### config.mk
export PLATFORM = sky130hd
export DESIGN_NAME = booth4_recoder_seq
export DESIGN_NICKNAME = d
export VERILOG_FILES = /design/src/rtl/booth4_recoder_seq.sv
export SDC_FILE = /design/constraint.sdc
export NUM_CORES = 1
export LEC_CHECK = 0
export CAP_MARGIN = 20
export CORE_MARGIN = 1
export CORE_UTILIZATION = 43
export DETAILED_ROUTE_END_ITERATION = 16
export PLACE_DENSITY_LB_ADDON = 0.15
export SLEW_MARGIN = 40
export SYNTH_ARGS = -nofsm -noshare
export SYNTH_HDL_FRONTEND = slang
export SYNTH_SLANG_ARGS = --single-unit
### constraint.sdc
create_clock -name clk -period 4.3 [get_ports clk]
set_clock_uncertainty 0.1 [all_clocks]
set_input_delay 0.86 -clock clk [delete_from_list [all_inputs] [get_ports clk]]
set_output_delay 0.86 -clock clk [all_outputs]
set_load 0.02 [all_outputs]
### src/rtl/booth4_recoder_seq.sv
// Sequential radix-4 Booth recoder: takes a signed multiplier over valid/ready
// and streams one Booth triplet (with digit value, index and last flag) per beat.
module booth4_recoder_seq #(
  parameter int N  = 8,
  parameter int D  = N / 2,
  parameter int IW = (D > 1) ? $clog2(D) : 1
) (
  input  logic          clk,
  input  logic          rst_n,
  input  logic          abort,
  input  logic          in_valid,
  output logic          in_ready,
  input  logic [N-1:0]  in_mult,
  output logic          out_valid,
  input  logic          out_ready,
  output logic [2:0]    out_ctr,
  output logic [2:0]    out_digit,
  output logic [IW-1:0] out_idx,
  output logic          out_last
);

  typedef enum logic {IDLE, RUN} state_t;

  state_t        state_reg, state_next;
  logic [N:0]    sr_reg, sr_next, sr_shift;
  logic [IW-1:0] idx_reg, idx_next;
  logic          run;
  logic          last;

  // Arithmetic right shift by one Booth digit (two bits), sign-filled from SR[N].
  genvar gi;
  generate
    for (gi = 0; gi <= N; gi++) begin : g_shift
      if (gi <= N - 2) begin : g_move
        assign sr_shift[gi] = sr_reg[gi+2];
      end else begin : g_fill
        assign sr_shift[gi] = sr_reg[N];
      end
    end
  endgenerate

  assign run  = (state_reg == RUN);
  assign last = (idx_reg == IW'(D - 1));

  always_ff @(posedge clk or negedge rst_n) begin
    if (!rst_n) begin
      state_reg <= IDLE;
      sr_reg    <= '0;
      idx_reg   <= '0;
    end else begin
      state_reg <= state_next;
      sr_reg    <= sr_next;
      idx_reg   <= idx_next;
    end
  end

  always_comb begin
    state_next = state_reg;
    sr_next    = sr_reg;
    idx_next   = idx_reg;
    if (abort) begin
      state_next = IDLE;
    end else begin
      case (state_reg)
        IDLE: begin
          if (in_valid) begin
            sr_next    = {in_mult, 1'b0};
            idx_next   = '0;
            state_next = RUN;
          end
        end
        RUN: begin
          if (out_ready) begin
            if (last) begin
              state_next = IDLE;
            end else begin
              sr_next  = sr_shift;
              idx_next = idx_reg + IW'(1);
            end
          end
        end
        default: state_next = IDLE;
      endcase
    end
  end

  // Outputs come only from registered state; gated to zero outside RUN.
  assign in_ready  = !run;
  assign out_valid = run;
  assign out_ctr   = run ? sr_reg[2:0] : 3'b000;
  assign out_idx   = run ? idx_reg : '0;
  assign out_last  = run && last;

  always_comb begin
    out_digit = 3'b000;
    case (out_ctr)
      3'b001, 3'b010: out_digit = 3'b001;
      3'b011:         out_digit = 3'b010;
      3'b100:         out_digit = 3'b110;
      3'b101, 3'b110: out_digit = 3'b111;
      default:        out_digit = 3'b000;
    endcase
  end

endmodule
-- Word level (Yosys, flattened, before mapping)
Cells that the tools add are included.
- bits in registers: 12
- latch bits: 0
- RAM bits: 0
- ROM bits: 0
- input bits: 13
- output and inout port bits: 11
- memories kept: 0
- add/sub/neg operators: 1
- multiply operators: 0
- div/mod/pow operators: 0
- magnitude comparators: 0
- equality and inequality tests: 10
- shifts and indexed selects: 0
- mux-type cells: 16
- bitwise operators: 2
- reductions and logical operators: 6
- operator list (cell ; number):
    $pmux 9 s2 ; 1
    $mux 8 ; 2
    $pmux 3 s4 ; 1
    $eq 3x3->1 const B ; 3
    $mux 9 ; 1
    $mux 2 ; 4
    $eq 3x2->1 const B ; 2
    $ne 2x2->1 const B ; 3
    $mux 1 ; 4
    $pmux 2 s2 ; 1
    $reduce_and 4->1 ; 1
    $reduce_or 2->1 ; 2
    $eq 3x1->1 const B ; 1
    $mux 3 ; 1
    $reduce_and 3->1 ; 1
    $add 2x1->2 const B ; 1
    $eq 2x2->1 const B ; 1
    $not 1->1 ; 2
    $pmux 1 s2 ; 1
    $logic_and 1x1->1 ; 1
    $logic_not 1->1 ; 1

-- Logic depth before layout (Yosys ltp)
Gate-level depths: netlist (run 1).
- depth in word-level cells: 5
- gate-level depth with buffers: 5
- mapped depth without buffers: 4

-- Worst setup path before layout (run 1)
No wires, ideal clock.
- path type: reg-to-output
- from: register state_reg (netlist: out_valid)
- to: output out_digit[0]
- arrival time: 1.381 ns
- data required time: 3.340 ns
- setup slack: 1.959 ns
- cell stages (with the launch flop): 5
- path buffers: 2
- path through: dfrtp_1 -> buf_6 -> clkbuf_1 -> inv_1 -> nor2_1
- longest elaborated chain between the ends: 4
- elaborated cells on any way between the ends: 10
- ends and longest elaborated chain (what ; line ; text):
    start: declaration ; 24 ; state_t state_reg, state_next;
    start signal: assignment ; 51 ; state_reg <= state_next;
    $mux 3 (*) ; 90 ; assign out_ctr = run ? sr_reg[2:0] : 3'b000;
    $eq 3x3->1 (tied with other cells) ; 96 ; case (out_ctr)
    $reduce_or 2->1 ; 96 ;
    $pmux 3 s4 (*) ; 96 ;
    end: declaration ; 17 ; output logic [2:0] out_digit,
Mark *: on every way between the ends. The rest lies on a longest branch, timed or not.

-- Worst setup path in the final report (run 1)
- from: register state_reg (netlist: out_valid)
- to: output out_digit[2]
Same word-level chain as after synthesis.

==> results of run 1 <==
[layout by cell type (no fill, tap or decap), drive strengths merged]
cell,count
o21ai,2
xor2,1
nor2,6
nor3b,1
a211oi,1
nor3,1
mux2,14
xnor2,1
mux2i,1
dfrtp,12
clkbuf,4
ha,1
a31o,1
and2,5
clkdlybuf4s50,23
inv,5
nand2,3
and4bb,1
[through the flow]
stage          std cells  hold WS, ns  power (mW)
3_3_place_gp          95        0.392       0.300
4_1_cts               99        0.412       0.394
5_1_grt               99        0.426       0.413
6_report              99        0.410       0.391
2_1_floorplan         58        0.376       0.256
3_5_place_dp          95        0.393       0.302
[final cells by class]
| cell class | instances | area share [%] |
|---|---|---|
| clock buffer | 4 | 3.71 |
| inverter | 5 | 1.92 |
| multi-input combinational | 39 | 38.0 |
| sequential | 12 | 30.7 |
| tap | 16 | 2.05 |
| timing repair buffer | 23 | 23.6 |
[kinds of logic after synthesis]
logic type	count (synthesis)
simple gates	17
mux	15
flops	12
buf+inv	7
compound gates	4
xor+xnor	2
fa+ha+maj	1
[power breakdown]
part           internal [mW]  total [mW]  leakage, nW  switching, mW
Combinational         0.0862       0.134        0.274         0.0479
Clock                 0.0514      0.0920       0.0210         0.0406
Sequential             0.142       0.165        0.148         0.0235
[layer usage]
layer	up-vias	track usage, %	wire (um)
li1	246	-	-
met1	223	20.0	575
met2	17	24.0	542
met3	2	3.88	63
met4	0	7.50	9
met5	-	0	0
[final timing paths]
path / startpoint / endpoint / slack, ns
worst min-delay path: sr_reg[7] / sr_reg[7] / 0.41
max in group asynchronous: rst_n / sr_reg[2] / 2.91
min in group asynchronous: rst_n / sr_reg[0] / 0.84
worst max register to register: out_valid / sr_reg[6] / 2.52
worst min register to register: sr_reg[7] / sr_reg[7] / 0.41
worst max-delay path: out_valid / out_digit[2] / 1.37
[critical path, cell delays in order, from the launching register on]
cell	delay [ns]
dfrtp_1	0.74
and2_1	0.25
and2_1	0.12
clkdlybuf4s50_1	0.59
==> impl_metrics.yaml, run 1 <==
logic_synthesis:
  synth_top_family_by_area: "multiplexers"
  synth_area_leaders: "dfrtp_1 43%, mux2_4 17%, mux2_2 9.6%"
  synth_compound_area_share_pct: 3.72
  synthArstFlopShare_pct: 100
  synth_fa_ha_area_share_pct: 1.77
  syn-num-nets: 72
  ys_ff_latch: 12
  synth_xor_area_share_pct: 2.48
  synth-edff-count: 0
  muxShareOfSynthArea_pct: 28.0
  synth_cell_types: 20
  synth.largest_area_cell: "dfrtp_1"
  synthCells: 58
  syn-cell-area_um2: 706
  synth_area_per_cell_um2: 12.2
  yosys-top-cells-count: "12 x dfrtp_1, 8 x mux2_4, 6 x mux2_2"
  synth_top_area_share_pct: 42.6
  yosys.area_share.simple_pct: 16.7
  yosysSeqAreaShare_pct: 42.6
  yosys_warnings: 0
  ys.flop_type: "dfrtp_1"
  synth.most_common_cell: "dfrtp_1"
place:
  gp_congestion: 0.714
  pre_cts_slack_ns: 1.65
  placed_area_um2: 941
  hpwlAfterDp_um: 888
  port_buffers: 23
hold_path:
  hp-class: "reg -> reg"
  whs_path_depth: 1
final_layout:
  largest_reg_flops: 9
  n_antenna_cell: 0
  drive_gt1_share_pct: 26.5
  fin_util_pct: 64.1
  area_growth_syn_to_layout_pct: 38.5
  fillCellCount: 129
  design_area_um2: 977
  fin_nets: 98
  multi_input_area_um2: 372
  regArea_um2: 300
clock_network:
  clock_path_buffers: 2
  cts.htree.levels: 1
  insertion_delay_ns: 0.27
  cts_tree: "done"
  cts-resized-gates: 0
  post_cts_buffers: 0
  clk_pin_slew_ns: 0.08
  cts.sinks: 12
  cts_hold_buf: 0
  cts_root_buffer: "clkbuf_4"
  cts_inserted_buffers: 3
run:
  cap_violations: 0
floorplan:
  core-area_mm2: 0.00152
  die_y_um: 42.5
  start_util_pct: 46.3
  die_w_um: 42.5
  num_io_pins: 24
  dieArea_mm2: 0.00181
  num_rows: 14
setup_path:
  crit_type: "reg -> out"
  rr_worst_depth: 3
  path_max_fanout: 19
  worstPathRequired_ns: 3.34
  cp-start-kind: "flip-flop"
  cp_data_arrival_time_ns: 1.97
  crit_path_end_kind: "primary output"
sta:
  worst_pin_slew_ns: 0.610
  fmax_ghz: 0.341
  rsz0062_at_grt: "false"
  setup_violations: 0
  finalWorstSetupSlack_ns: 1.37
  slew_headroom_pct: 59.3
  finalHoldViolCount: 0
  drv_slew: 0
  timing.final.crit_share_pct: 68.1
  tns_ns: 0
  min_period_ns: 2.93
route:
  viasPerCell: 4.93
  wl_per_cell_um: 12.0
  drt-total-wl_mm: 1.19
  antenna_left: 0
  num_vias: 488
  drt-pass1-iter-count: 3
  drc_errors: 0
  drt_iter0_drc: 3
pwr:
  p_leak_nw: 0.443
  p_per_area_mw_per_mm2: 400
  max-vdd-ir-drop_v: 0.000244
grt:
  grt_pass1_vias: 464
  track_usage_pct: 15.5
  grt_overflow: 0
  grt_max_degree: 20
  grt_pass1_wl_mm: 2.08
  grt_antenna_before_repair: 0
outcome:
  status: "completed"
Note: power is estimated with default switching activity, not from simulation.
==> inputs of run 2 (changes only) <==
==> constraint.sdc (replaced) <==
create_clock -name clk -period 2.7 [get_ports clk]
set_clock_uncertainty 0.1 [all_clocks]
set_input_delay 0.54 -clock clk [delete_from_list [all_inputs] [get_ports clk]]
set_output_delay 0.54 -clock clk [all_outputs]
set_load 0.02 [all_outputs]
==> run 2 against run 1 <==
Clock-buffer cell count fell by 1. Via count rose by 5.5%. Routed wire length rose by 11%. Worst setup slack got worse by 1.1 ns. Power rose by 51%. Critical path type unchanged. Sequential share of layout area rose by 0.20 points. Combinational power rose by 65%. Register-to-register slack got worse by 1.6 ns.
==> impl_metrics.yaml, run 2 (synthesis gave the netlist of run 1 again) <==
final_layout:
  final_common_cell: "clkdlybuf4s50_1"
  drive_gt1_share_pct: 26.5
  layout_common_cells: "23 x clkdlybuf4s50_1, 12 x dfrtp_1, 8 x mux2_4, 6 x mux2_2"
  n_antenna_cell: 0
  area_growth_syn_to_layout_pct: 37.6
  final_cells: 99
  largest_reg_flops: 9
  fin_nets: 99
clock_network:
  cts.sinks: 12
  post_cts_buffers: 0
  cts-resized-gates: 0
  insertion_delay_ns: 0.27
  cts.htree.levels: 1
  cts_tree: "done"
  clk_pin_slew_ns: 0.07
  cts_root_buffer: "clkbuf_4"
  cts_inserted_buffers: 3
  clock_path_buffers: 2
  cts_hold_buf: 0
setup_path:
  cp_common_cell: "and2_1"
  rr_worst_depth: 4
  rrSetupSlack_ns: 0.89
  reg2reg_from: "out_valid"
  cpMaxStageDelayCell: "clkdlybuf4s50_1"
  reg2reg_to: "sr_reg[0]"
  cp.depth: 3
  endpoint: "out_digit[2]"
  max_stage_delay_ns: 0.59
  cp-start-kind: "flip-flop"
  critical_path.cell_chain: "and2_1 -> and2_1 -> clkdlybuf4s50_1"
  worstPathRequired_ns: 2.06
  crit_family: "buffers and inverters"
  crit_path_start: "out_valid"
  path_max_fanout: 11
  crit_path_end_kind: "primary output"
  cp_data_arrival_time_ns: 1.82
  crit_type: "reg -> out"
  path_buf_inv: 1
sta:
  finalHoldViolCount: 0
  tns_ns: 0
  slew_headroom_pct: 63.9
  whs_ns: 0.414
  setup_violations: 0
  min_period_ns: 2.46
  drv_slew: 0
  worst_pin_slew_ns: 0.539
  fmax_ghz: 0.407
  rsz0062_at_grt: "false"
  timing.final.crit_share_pct: 91.0
floorplan:
  start_util_pct: 46.3
  num_rows: 14
  core-area_mm2: 0.00152
  num_io_pins: 24
  die_w_um: 42.5
  dieArea_mm2: 0.00181
  die_y_um: 42.5
route:
  drt-total-wl_mm: 1.32
  wl_per_cell_um: 13.3
  antenna_left: 0
  drt-pass1-iter-count: 4
  drt_iter0_drc: 9
  viasPerCell: 5.20
  drc_errors: 0
  num_vias: 515
pwr:
  p_switching_uw: 174
  p_int_uw: 416
  switching_share_pct: 29.4
  max-vdd-ir-drop_v: 0.000370
  power_frac_clock_pct: 18.4
  p_per_area_mw_per_mm2: 607
  power_frac_comb_pct: 37.5
  power_frac_seq_pct: 44.1
  p_leak_nw: 0.440
grt:
  track_usage_pct: 17.1
  grt_pass1_wl_mm: 2.27
  grt_max_degree: 13
  grt_overflow: 0
  grt_antenna_before_repair: 0
  grt_pass1_vias: 499
hold_path:
  hp-class: "reg -> reg"
place:
  gp_congestion: 0.745
  dpl.cell_count: 96
  port_buffers: 23
  hpwlAfterDp_um: 913
run:
  cap_violations: 0
outcome:
  status: "completed"
## run 2: worst register-to-register path, delay by kind of cell (launching register included)
family                 cells  cell delay [ns]
multiplexers               1             0.32
flip-flops                 1             0.52
AND/OR/NAND/NOR            2             0.50
buffers and inverters      1             0.24
## run 2: layout make-up
type	instances	area, um^2
clock buffer	3	22.5
multi-input combinational	39	372
timing repair buffer	24	238
fill	132	553
tap	16	20.0
sequential	12	300
inverter	5	18.8
## run 2: how the worst min path moves through the flow
stage,endpoint,from,cells after the start
global placement,sr_reg[8],sr_reg[8],1
finish,sr_reg[4],sr_reg[4],1
global route,sr_reg[4],sr_reg[4],1
detailed placement,sr_reg[6],sr_reg[6],1
CTS,sr_reg[6],sr_reg[6],1
floorplan,idx_reg[0],rst_n,0
## run 2: power groups by stage
stage | clock (mW) | sequential (mW) | combinational, mW
after floorplan | 0 | 0.253 | 0.154
after CTS | 0.110 | 0.261 | 0.224
final | 0.108 | 0.260 | 0.221
after detailed placement | 0 | 0.264 | 0.221
after global placement | 0 | 0.264 | 0.216
after global routing | 0.119 | 0.268 | 0.241
## run 2: per-layer routing
layer / GRT usage [%] / share of wire, %
met3: 1.29 / 4.0
met5: 0 / 0
met2: 27.1 / 49
met4: 9.38 / 2.4
met1: 23.0 / 45
## run 2: metrics by stage
step | power [mW] | cell area [um^2] | setup slack (ns) | utilization, %
2_1_floorplan | 0.407 | 706 | 0.679 | -
3_3_place_gp | 0.481 | 948 | 0.572 | 62.2
3_5_place_dp | 0.485 | 948 | 0.544 | 62.2
4_1_cts | 0.595 | 971 | 0.241 | 63.7
5_1_grt | 0.628 | 971 | 0.145 | 63.7
6_report | 0.590 | 971 | 0.242 | 63.7
